`config.mk`:
```
export PLATFORM = sky130hd
export DESIGN_NAME = inv_sbox_serial
export DESIGN_NICKNAME = d
export VERILOG_FILES = /design/src/rtl/inv_sbox_serial.sv
export SDC_FILE = /design/constraint.sdc
export NUM_CORES = 1
export LEC_CHECK = 0
export BUFFER_PORTS_ARGS = -buffer_cell sky130_fd_sc_hd__buf_2
export CORE_MARGIN = 3
export CORE_UTILIZATION = 35
export CTS_CLUSTER_DIAMETER = 80
export DETAILED_ROUTE_END_ITERATION = 16
export HOLD_SLACK_MARGIN = 0.08
export PLACE_DENSITY = 0.53
export SETUP_SLACK_MARGIN = 0.2
export SLEW_MARGIN = 25
export SYNTH_ARGS = -nofsm -noshare
export SYNTH_HDL_FRONTEND = slang
export SYNTH_SLANG_ARGS = --single-unit
```
`constraint.sdc`:
```
create_clock -name clk -period 24.6 [get_ports clk]
set_clock_uncertainty 0.15 [all_clocks]
set_input_delay 3.69 -clock clk [delete_from_list [all_inputs] [get_ports clk]]
set_output_delay 3.69 -clock clk [all_outputs]
set_load 0.01 [all_outputs]
```
`src/rtl/inv_sbox_serial.sv`:
```
// inv_sbox_serial: iterative AES InvSubBytes engine for a 128-bit state.
// A state is accepted over a valid/ready handshake, substituted in place
// BYTES_PER_CYCLE bytes per clock, then presented until the consumer takes it.
// Per byte: inverse affine map followed by the GF(2^8) multiplicative inverse
// (AES polynomial, inv(0) = 0), computed as x^254 through a square-and-multiply
// chain of combinational GF(2^8) multipliers.
// Optional build macro INV_SBOX_FWD_MODE_EN adds a 'mode' input: mode=1 selects
// the forward S-box (inverse, then forward affine map) on the same inverters.
//
// state  | meaning
// IDLE   | waiting for a state, in_ready high
// BUSY   | substituting one byte group per cycle
// DONE   | result on out_data, out_valid high until out_ready
module inv_sbox_serial #(
  parameter int BYTES_PER_CYCLE = 1
) (
  input  logic         clk,
  input  logic         rst_n,
`ifdef INV_SBOX_FWD_MODE_EN
  input  logic         mode,
`endif
  input  logic         in_valid,
  output logic         in_ready,
  input  logic [127:0] in_data,
  output logic         out_valid,
  input  logic         out_ready,
  output logic [127:0] out_data,
  output logic         busy
);

  localparam int NGRP  = 16 / BYTES_PER_CYCLE;
  localparam int GRP_W = 8 * BYTES_PER_CYCLE;
  localparam int CNT_W = (NGRP > 1) ? $clog2(NGRP) : 1;
  localparam logic [CNT_W-1:0] CNT_LAST = CNT_W'(NGRP - 1);

  if (!(BYTES_PER_CYCLE == 1 || BYTES_PER_CYCLE == 2 || BYTES_PER_CYCLE == 4 ||
        BYTES_PER_CYCLE == 8 || BYTES_PER_CYCLE == 16)) begin : g_bad_bpc
    $error("inv_sbox_serial: BYTES_PER_CYCLE must be 1, 2, 4, 8 or 16");
  end

  typedef enum logic [1:0] {S_IDLE, S_BUSY, S_DONE} fsm_e;

  function automatic logic [7:0] rotl8(input logic [7:0] x, input int k);
    return (x << k) | (x >> (8 - k));
  endfunction

  function automatic logic [7:0] inv_affine(input logic [7:0] x);
    return rotl8(x, 1) ^ rotl8(x, 3) ^ rotl8(x, 6) ^ 8'h05;
  endfunction

  function automatic logic [7:0] gf_mul(input logic [7:0] a, input logic [7:0] b);
    logic [7:0] p;
    logic [7:0] aa;
    p  = '0;
    aa = a;
    for (int i = 0; i < 8; i++) begin
      if (b[i]) p = p ^ aa;
      aa = {aa[6:0], 1'b0} ^ (aa[7] ? 8'h1b : 8'h00);
    end
    return p;
  endfunction

  // x^(2^k - 1) grows to x^127 over six steps; one more squaring gives x^254.
  function automatic logic [7:0] gf_inv_8(input logic [7:0] x);
    logic [7:0] y;
    y = x;
    for (int i = 0; i < 6; i++) y = gf_mul(gf_mul(y, y), x);
    return gf_mul(y, y);
  endfunction

`ifdef INV_SBOX_FWD_MODE_EN
  function automatic logic [7:0] fwd_affine(input logic [7:0] x);
    return x ^ rotl8(x, 1) ^ rotl8(x, 2) ^ rotl8(x, 3) ^ rotl8(x, 4) ^ 8'h63;
  endfunction
  logic mode_q, mode_d;
`endif

  fsm_e             fsm_q, fsm_d;
  logic [127:0]     state_q, state_d;
  logic [CNT_W-1:0] cnt_q, cnt_d;
  logic             in_ready_q, in_ready_d;
  logic             out_valid_q, out_valid_d;
  logic             busy_q, busy_d;
  logic [GRP_W-1:0] grp_in, grp_out;

  // Select the byte group addressed by the counter.
  always_comb begin
    grp_in = '0;
    for (int g = 0; g < NGRP; g++) begin
      if (cnt_q == CNT_W'(g)) grp_in = state_q[g*GRP_W +: GRP_W];
    end
  end

  for (genvar b = 0; b < BYTES_PER_CYCLE; b++) begin : g_lane
    logic [7:0] pre, inv_y;
`ifdef INV_SBOX_FWD_MODE_EN
    assign pre   = mode_q ? grp_in[8*b +: 8] : inv_affine(grp_in[8*b +: 8]);
    assign inv_y = gf_inv_8(pre);
    assign grp_out[8*b +: 8] = mode_q ? fwd_affine(inv_y) : inv_y;
`else
    assign pre   = inv_affine(grp_in[8*b +: 8]);
    assign inv_y = gf_inv_8(pre);
    assign grp_out[8*b +: 8] = inv_y;
`endif
  end

  // Next-state logic: accept, group-by-group substitution, output handshake.
  always_comb begin
    fsm_d       = fsm_q;
    state_d     = state_q;
    cnt_d       = cnt_q;
    in_ready_d  = in_ready_q;
    out_valid_d = out_valid_q;
    busy_d      = busy_q;
`ifdef INV_SBOX_FWD_MODE_EN
    mode_d      = mode_q;
`endif
    case (fsm_q)
      S_IDLE: begin
        if (in_valid) begin
          state_d    = in_data;
          cnt_d      = '0;
          fsm_d      = S_BUSY;
          in_ready_d = 1'b0;
          busy_d     = 1'b1;
`ifdef INV_SBOX_FWD_MODE_EN
          mode_d     = mode;
`endif
        end
      end
      S_BUSY: begin
        for (int g = 0; g < NGRP; g++) begin
          if (cnt_q == CNT_W'(g)) state_d[g*GRP_W +: GRP_W] = grp_out;
        end
        cnt_d = cnt_q + CNT_W'(1);
        if (cnt_q == CNT_LAST) begin
          cnt_d       = '0;
          fsm_d       = S_DONE;
          out_valid_d = 1'b1;
        end
      end
      S_DONE: begin
        if (out_ready) begin
          fsm_d       = S_IDLE;
          out_valid_d = 1'b0;
          in_ready_d  = 1'b1;
          busy_d      = 1'b0;
        end
      end
      default: fsm_d = S_IDLE;
    endcase
  end

  // FSM, state register and registered handshake outputs.
  always_ff @(posedge clk or negedge rst_n) begin
    if (!rst_n) begin
      fsm_q       <= S_IDLE;
      state_q     <= '0;
      in_ready_q  <= 1'b1;
      out_valid_q <= 1'b0;
      busy_q      <= 1'b0;
`ifdef INV_SBOX_FWD_MODE_EN
      mode_q      <= 1'b0;
`endif
    end else begin
      fsm_q       <= fsm_d;
      state_q     <= state_d;
      in_ready_q  <= in_ready_d;
      out_valid_q <= out_valid_d;
      busy_q      <= busy_d;
`ifdef INV_SBOX_FWD_MODE_EN
      mode_q      <= mode_d;
`endif
    end
  end

  if (NGRP > 1) begin : g_cnt
    // Group counter; absent when the whole state is done in one cycle.
    always_ff @(posedge clk or negedge rst_n) begin
      if (!rst_n) cnt_q <= '0;
      else        cnt_q <= cnt_d;
    end
  end else begin : g_no_cnt
    assign cnt_q = '0;
  end

  assign in_ready  = in_ready_q;
  assign out_valid = out_valid_q;
  assign out_data  = state_q;
  assign busy      = busy_q;

endmodule

```
======== Word level (Yosys, flattened, before mapping) ========
Index checks and enable logic that the tools add are counted.
storage, ports and cells
  memories kept ........................... 0
  ROM bits ................................ 0
  latch bits .............................. 0
  bits in writable memories ............... 0
  input bits .............................. 132
  output and inout port bits .............. 131
  bits in registers ....................... 137
operators by class
  add/sub/neg operators ................... 1
  shift-type cells ........................ 0
  $lt $le $gt $ge ......................... 0
  reduce and logical (&&, ||, !) cells .... 25
  bitwise operators ....................... 188
  muxes and demuxes ....................... 244
  divide/modulo/power cells ............... 0
  multipliers ............................. 0
  equality and inequality tests ........... 35
operators with widths
  operator                                             count
  two-way mux 8 bit                                    136
  bitwise XOR 8 bit                                    93
  bitwise XOR 8 x 5 -> 8 bit                           91
  two-way mux 5 bit                                    91
  one-hot mux 128 bit (2 select lines)                 1
  two-way mux 128 bit                                  1
  AND reduction 3 bit                                  19
  inequality test 2 bit, second input constant         18
  equality test 4 bit, second input constant           8
  equality test 4 x 3 -> 1 bit, second input constant  4
  equality test 4 x 2 -> 1 bit, second input constant  2
  two-way mux 4 bit                                    2
  OR 8 x 1 -> 8 bit                                    1
  OR 8 x 3 -> 8 bit                                    1
  OR 8 x 6 -> 8 bit                                    1
  one-hot mux 4 bit (2 select lines)                   1
  two-way mux 2 bit                                    3
  one-hot mux 1 bit (2 select lines)                   3
  one-hot mux 2 bit (3 select lines)                   1
  nonzero test 2 bit                                   3
  two-way mux 1 bit                                    5
  adder 4 x 1 -> 4 bit, second input constant          1
  equality test 4 x 1 -> 1 bit, second input constant  1
  logical NOT 4 bit                                    1
  5 further kinds                                      5

======== Depth between registers and ports, before layout ========
Gate-level depths: netlist of run 1.
  depth in word-level cells ............... 230
  depth in mapped cells ................... 102
  depth with buffers taken out ............ 86

======== Worst setup path after synthesis of run 1 ========
No wires, ideal clock.
  kind .................................... register to register
  from .................................... reg cnt_q[0]
  to ...................................... reg state_q[83] (netlist: out_data[83])
  cell stages (with the launch flop) ...... 93
  setup slack ............................. 2.336 ns
  arrival time ............................ 21.986 ns
  clock period less this slack ............ 22.264 ns
  cells stage by stage .................... dfrtp_1 > inv_1 > ha_1 > buf_2 > nor3b_2 > a211oi_1 > o2111a_1 > o31a_1 > buf_4 > xnor2_2 > buf_2 > xnor2_2 > nor2_1 > xnor2_1 > xor3_1 > xor2_2 > buf_4 > o311a_1 > (+57 left out) > xnor3_1 > xnor2_1 > nand2b_1 > xor2_2 > xnor2_4 > mux2i_1 > a22oi_1 > xnor3_1 > xnor2_2 > xnor2_2 > ha_1 > xor3_2 > nor4b_1 > nor4b_1 > xnor3_1 > nand2_4 > buf_8 > a21oi_4
on the way
  longest elaborated chain between the ends .. 224
ends and longest elaborated chain
  element                                                 RTL line  RTL
  from (decl)                                             80        logic [CNT_W-1:0] cnt_q, cnt_d;
  from (signal assigned)                                  181       else cnt_q <= cnt_d;
  logical NOT 4 bit                                       90        if (cnt_q == CNT_W'(g)) grp_in = state_q[g*GRP_W +: GRP_W];
  two-way mux 8 bit (16 in a row)                         90
  OR 8 x 1 -> 8 bit or OR 8 x 3 -> 8 bit (tied branches)  44        return (x << k) | (x >> (8 - k));
  bitwise XOR 8 bit (2 in a row)                          48        return rotl8(x, 1) ^ rotl8(x, 3) ^ rotl8(x, 6) ^ 8'h05;
  inverter 2 bit (no source line)                         --
  two-way mux 8 bit                                       57        if (b[i]) p = p ^ aa;
  bitwise XOR 8 bit                                       57
  two-way mux 8 bit                                       57
  (+192 left out)                                         --
  bitwise XOR 8 bit                                       57
  two-way mux 8 bit                                       57
  bitwise XOR 8 bit                                       57
  two-way mux 8 bit                                       57
  bitwise XOR 8 bit                                       57
  two-way mux 8 bit                                       57
  two-way mux 8 bit                                       133       if (cnt_q == CNT_W'(g)) state_d[g*GRP_W +: GRP_W] = grp_out;
  one-hot mux 128 bit (2 select lines)                    118       case (fsm_q)
  to (signal assigned)                                    167       state_q <= state_d;
  to (decl)                                               79        logic [127:0] state_q, state_d;
Several ways; a longest one is shown, not always the timed one. The select of a mux whose other input is x is not followed.
A chain may end at the register's enable or synchronous reset.

======== Worst setup path after layout of run 1 ========
  from .................................... reg cnt_q[0]
  to ...................................... reg state_q[19] (netlist: out_data[19])
Same word-level chain as after synthesis.

==> flow_summary_export.csv, run 1 <==
group,metric,value,unit
floorplanning,die_area,71000,um^2
global_routing,grt_pass1_vias,22662,
setup_path,cp-start-kind,"flip-flop",
setup_path,path_class,"flip-flop to flip-flop",
setup_path,worst_setup_path_end_kind,"flip-flop",
yosys,yosys_warnings,0,
global_routing,antenna_found_initial,2,
yosys,ys_types,128,
yosys,ys_seq_elements,137,
clock_network,clockBufferDepth,2,
placement,place_congestion,0.937,
global_routing,grt_usage,25.7,%
yosys,synth-xor-area-share,34.0,%
timing,relSlewSlack,28.1,%
clock_network,root_buffer,"clkbuf_16",
floorplanning,io_pins,263,
yosys,muxShareOfSynthArea,2.80,%
final_layout,syn_to_final_growth,15.5,%
yosys,synth_compound_area_share,22.2,%
timing,setup_viol,0,
route,first_pass_iters,6,
yosys,netlist_area,23700,um^2
global_routing,overflow,0,
placement,dp_hpwl,71100,um
placement,port_buffers,262,
clock_network,clk_pin_slew_worst_paths,0.07,ns
setup_path,worstPathArrival,23.44,ns
yosys,yosysSeqAreaShare,14.5,%
timing,hold_viol,0,
yosys,synth.avg_cell_area,8.21,um^2
setup_path,crit_required,24.73,ns
yosys,synth_nets,3032,
yosys,synth_edf_count,0,
clock_network,cts_max_level,4,
setup_path,cpPeakStageDelay,0.56,ns
yosys,yosys.area.top_type,"dfrtp_1",
floorplanning,start_util,35.7,%
global_routing,grt_pass1_wl,143000,um
yosys,synth_top_family_by_area,"XOR/XNOR gates",
yosys,synth_area_leaders,"dfrtp_1, xnor2_1, xnor3_1",
yosys,synth_common_cells,"nand2_1, xnor2_1, nor2_1",
timing,max_slew.worst_pin.slew,1.07,ns
placement,dp.cells,3936,
timing,finalCriticalPeriod,23.31,ns
yosys,async_flop_share,100,%
yosys,yosysTopAreaCellShare,14.3,%
route,drcViolationCount,0,
floorplanning,num_rows,94,
timing,period_share,94.8,%
run_status,status,"finished clean",
yosys,synth_most_common_cell,"nand2_1",
clock_network,clock_latency,0.44,ns
timing,rsz0062_at_grt,"false",
flow_run,max_cap_violations,0,
yosys,synthCells,2890,
route,detail_route.wl_per_cell,23.6,um
yosys,synth-simple-area-share,19.2,%
floorplanning,die_w,266,um
setup_path,critical_path.slowest_cell,"xnor3_1",
final_layout,fin_nets,3272,
clock_network,cts_hold_buf,0,
timing,slew_viol_final,0,
route,dr.first_iter.drc_count,2274,
clock_network,cts_tree,"done",
floorplanning,die_h,266,um
yosys,ys.flop_type,"dfrtp_1",
global_routing,grt_max_degree,73,
clock_network,numCtsBuffers,17,
yosys,synthAdderAreaFrac,0.527,%
floorplanning,design.core.area,66500,um^2
min_path,hold_class,"flip-flop to flip-flop",
route,routed_wirelength,94400,um
route,vias,23486,
clock_network,cts_sinks,137,
route,via_per_inst,5.86,
timing,fmax,42.9,MHz
route,final_antenna_net_count,0,
final_layout,finalNonFillerCells,4008,
final_layout,drive_gt1_share,23.1,%
setup_path,cp_max_fo,41,
cells in the final DEF (no fill, tap or decap), types with 12 or more instances in the layout:
cell type    n
a211oi_1    23
a21o_1      13
a21oi_1    179
a221oi_1    20
a222oi_1    15
a22oi_1     20
a31oi_1     15
and2_1      23
and3_1      15
buf_2      261
buf_4      187
clkbuf_16   17
dfrtp_1    136
inv_1       33
mux2i_1     57
nand2_1    357
nand2b_1    19
nand3_1     65
nand3b_1    14
nand4_1     15
nor2_1     294
nor2b_1     23
nor3_1      61
nor4_1      12
o211ai_1    23
o21ai_0    138
o21ai_1     43
o221ai_1    12
o22ai_1     42
o31ai_1     54
xnor2_1    306
xnor2_2     55
xnor2_4     22
xnor3_1     75
xnor3_2     23
xor2_1     110
xor2_2      13
xor3_1      15
timing repair:
action	in CTS	in global routing
buffers inserted	7	32
resized for setup	18	67
setup endpoints to repair	112	128
gates cloned	0	0
pin swaps	6	19
critical path, delay by kind of cell, from the launching register on:
| family | cells | cell delay (ns) |
|---|---|---|
| XOR/XNOR | 37 | 10.99 |
| multiplexers | 3 | 0.61 |
| AND/OR/NAND/NOR | 17 | 4.06 |
| AO/OA/AOI/OAI | 14 | 3.33 |
| flip-flops | 1 | 0.47 |
| buffers and inverters | 11 | 1.84 |
| adder cells (fa/ha/maj) | 5 | 1.67 |
worst paths after layout:
kind / startpoint / endpoint / slack, ns / depth (start not counted)
max reg2reg: cnt_q[0] / out_data[19] / 1.29 / 87
max: cnt_q[0] / out_data[19] / 1.29 / 87
max in group asynchronous: rst_n / out_data[100] / 19.77 / 2
min in group asynchronous: rst_n / out_data[48] / 3.10 / 1
min reg2reg: out_data[102] / out_data[102] / 0.38 / 2
min: out_data[102] / out_data[102] / 0.38 / 2
cell families after synthesis:
| group | after synthesis |
|---|---|
| and+or+nand+nor | 991 |
| AOI/OAI and AO/OA | 765 |
| xor gates and xnor gates | 642 |
| buffers and inverters | 280 |
| DFF | 137 |
| muxes | 65 |
| adders and majority gates | 10 |
layout make-up:
class	instances	area (um^2)
well taps	864	1080
flip-flops and latches	137	3430
multi-input cells	2473	19300
inverters	46	180
fillers	6699	39000
repair buffers	455	2820
clock buffers	18	429
diodes	1	2.50
clock inverters	14	130
registers in the layout, summed over array words and instances, names as in the netlist:
signal     flops
in_ready       1
out_data     128
busy           1
cnt_q          4
out_valid      1
fsm_q          2
through the flow:
stage / setup TNS [ns] / util (%) / setup WS, ns / hold WS, ns / area (um^2)
after detailed placement: -28.53 / 39.1 / -0.598 / 0.353 / 26000
after CTS: 0 / 40.2 / 0.222 / 0.371 / 26700
final: 0 / 41.2 / 1.29 / 0.376 / 27400
after global placement: -5.63 / 39.1 / -0.196 / 0.343 / 26000
after global routing: 0 / 41.2 / 0.186 / 0.407 / 27400
after floorplan: 0 / - / 2.34 / 0.378 / 23700
per-layer routing:
metal,routed length (um),vias up,share of wire (%),global-route usage (%)
met4,2790,4,3.0,7.38
met5,34,-,0.036,0
li1,-,10742,-,-
met3,6790,169,7.2,3.54
met2,44200,1012,47,42.6
met1,40600,11559,43,35.0
Power of run 1 is not shown: default switching activity piles up to over one toggle a cycle in this logic, so the estimate is an artifact.
==> run 2: changes to the inputs <==
PLACE_DENSITY = unset   (was 0.53)
PLACE_DENSITY_LB_ADDON = 0.15   (was unset)
==> flow_summary_export.csv, run 2 (synthesis results as in run 1) <==
group,metric,value,unit
run_status,status,"finished clean",
global_routing,use_met2,42.5,%
floorplanning,die_h,266,um
timing,rsz0062_at_grt,"false",
global_routing,busiest_layer,"met2",
setup_path,worst_setup_path_end_kind,"flip-flop",
placement,place_congestion,0.926,
setup_path,worstReg2RegEnd,"out_data[27]",
route,vias,23329,
timing,setup_viol,0,
min_path,holdCritStartpoint,"out_data[18]",
final_layout,fin_nets,3280,
setup_path,cp-start-kind,"flip-flop",
timing,finalCriticalPeriod,23.43,ns
global_routing,overflow,0,
placement,dp.cells,3932,
placement,dp_slack,-0.563,ns
setup_path,cpMostUsedCell,"xnor2_1",
route,final_antenna_net_count,0,
clock_network,clockBufferDepth,2,
timing,slew_viol_final,0,
setup_path,r2r_cells,88,
timing,fmax,42.7,MHz
setup_path,r2r-start,"cnt_q[1]",
placement,port_buffers,262,
floorplanning,die_w,266,um
final_layout,layout_common_cells,"nand2_1, xnor2_1, nor2_1, buf_2, buf_4",
global_routing,grt_pass1_wl,139000,um
setup_path,cpPeakStageDelay,0.62,ns
setup_path,worstPathArrival,23.64,ns
route,detail_route.wl_per_cell,23.0,um
clock_network,cts_sinks,137,
global_routing,grt_pass1_vias,22534,
timing,relSlewSlack,22.4,%
clock_network,clk_pin_slew_worst_paths,0.06,ns
clock_network,cts_hold_buf,0,
clock_network,cts_tree,"done",
setup_path,cp_max_fo,19,
setup_path,critical_path.slowest_cell,"xnor3_4",
floorplanning,start_util,35.7,%
timing,fin_worst_hold_slack,0.383,ns
clock_network,root_buffer,"clkbuf_16",
clock_network,numCtsBuffers,17,
global_routing,grt_usage,25.0,%
timing,period_share,95.3,%
global_routing,antenna_found_initial,1,
timing,fin_ws,1.17,ns
route,drcViolationCount,0,
final_layout,finalNonFillerCells,4015,
setup_path,crit_required,24.80,ns
setup_path,rrSetupSlack,1.17,ns
final_layout,layout_commonest_cell,"nand2_1",
global_routing,grt_max_degree,74,
flow_run,max_cap_violations,0,
route,routed_wirelength,92500,um
min_path,hold_class,"flip-flop to flip-flop",
route,dr.first_iter.drc_count,2389,
timing,hold_viol,0,
floorplanning,design.core.area,66500,um^2
route,via_per_inst,5.81,
placement,dp_hpwl,69600,um
floorplanning,io_pins,263,
clock_network,cts_max_level,4,
clock_network,clock_latency,0.43,ns
final_layout,drive_gt1_share,23.7,%
floorplanning,num_rows,94,
final_layout,syn_to_final_growth,16.3,%
min_path,min_to,"out_data[18]",
global_routing,met1_usage,33.4,%
route,first_pass_iters,9,
final_layout,largest_reg_flops,128,
min_path,holdPathStages,2,
global_routing,grt.met3_usage,3.57,%
setup_path,path_class,"flip-flop to flip-flop",
floorplanning,die_area,71000,um^2
timing,max_slew.worst_pin.slew,1.16,ns
run 2: per-layer routing:
layer	vias up	wire length (um)	part of all wire (%)
met2	1028	44300	48
li1	10762	-	-
met3	142	6920	7.5
met5	-	13	0.014
met1	11395	38800	42
met4	2	2430	2.6
run 2: repair_timing:
item / 4_1_cts / 5_1_grt
gates cloned: 0 / 1
pin swaps: 1 / 19
resized for setup: 19 / 92
endpoints found under the setup margin: 112 / 128
setup buffers: 1 / 49
run 2: how the worst max path moves through the flow:
stage	endpoint	depth (start not counted)	from	slack (ns)
2_1_floorplan	out_data[83]	92	cnt_q[0]	2.34
3_3_place_gp	out_data[19]	83	cnt_q[0]	-0.30
3_5_place_dp	out_data[19]	85	cnt_q[1]	-0.56
4_1_cts	out_data[19]	79	cnt_q[0]	0.26
5_1_grt	out_data[27]	91	cnt_q[1]	0.14
6_report	out_data[27]	88	cnt_q[1]	1.17
run 2: stage by stage:
step                cell area (um^2)  util, %  setup TNS [ns]
floorplan                      23700        -               0
finish                         27600     41.5               0
global route                   27600     41.5               0
detailed placement             26000     39.1          -15.38
CTS                            26700     40.2               0
global placement               26000     39.1           -4.23
run 2: worst max-delay path: cells and delay by family (launching register included):
kind	cells	cell delay [ns]
xor+xnor	37	11.20
compound gates	15	3.91
simple gates	14	2.73
buf+inv	14	2.64
fa+ha+maj	5	1.70
mux	3	0.52
flops	1	0.44
run 2: final cells by class:
type / count / area (um^2)
well taps: 864 / 1080
multi-input cells: 2474 / 19400
flip-flops and latches: 137 / 3430
diodes: 1 / 2.50
clock buffers: 20 / 457
inverters: 46 / 180
repair buffers: 462 / 2920
fillers: 6686 / 38800
clock inverters: 11 / 115
Power of run 2 is left out for the same reason.
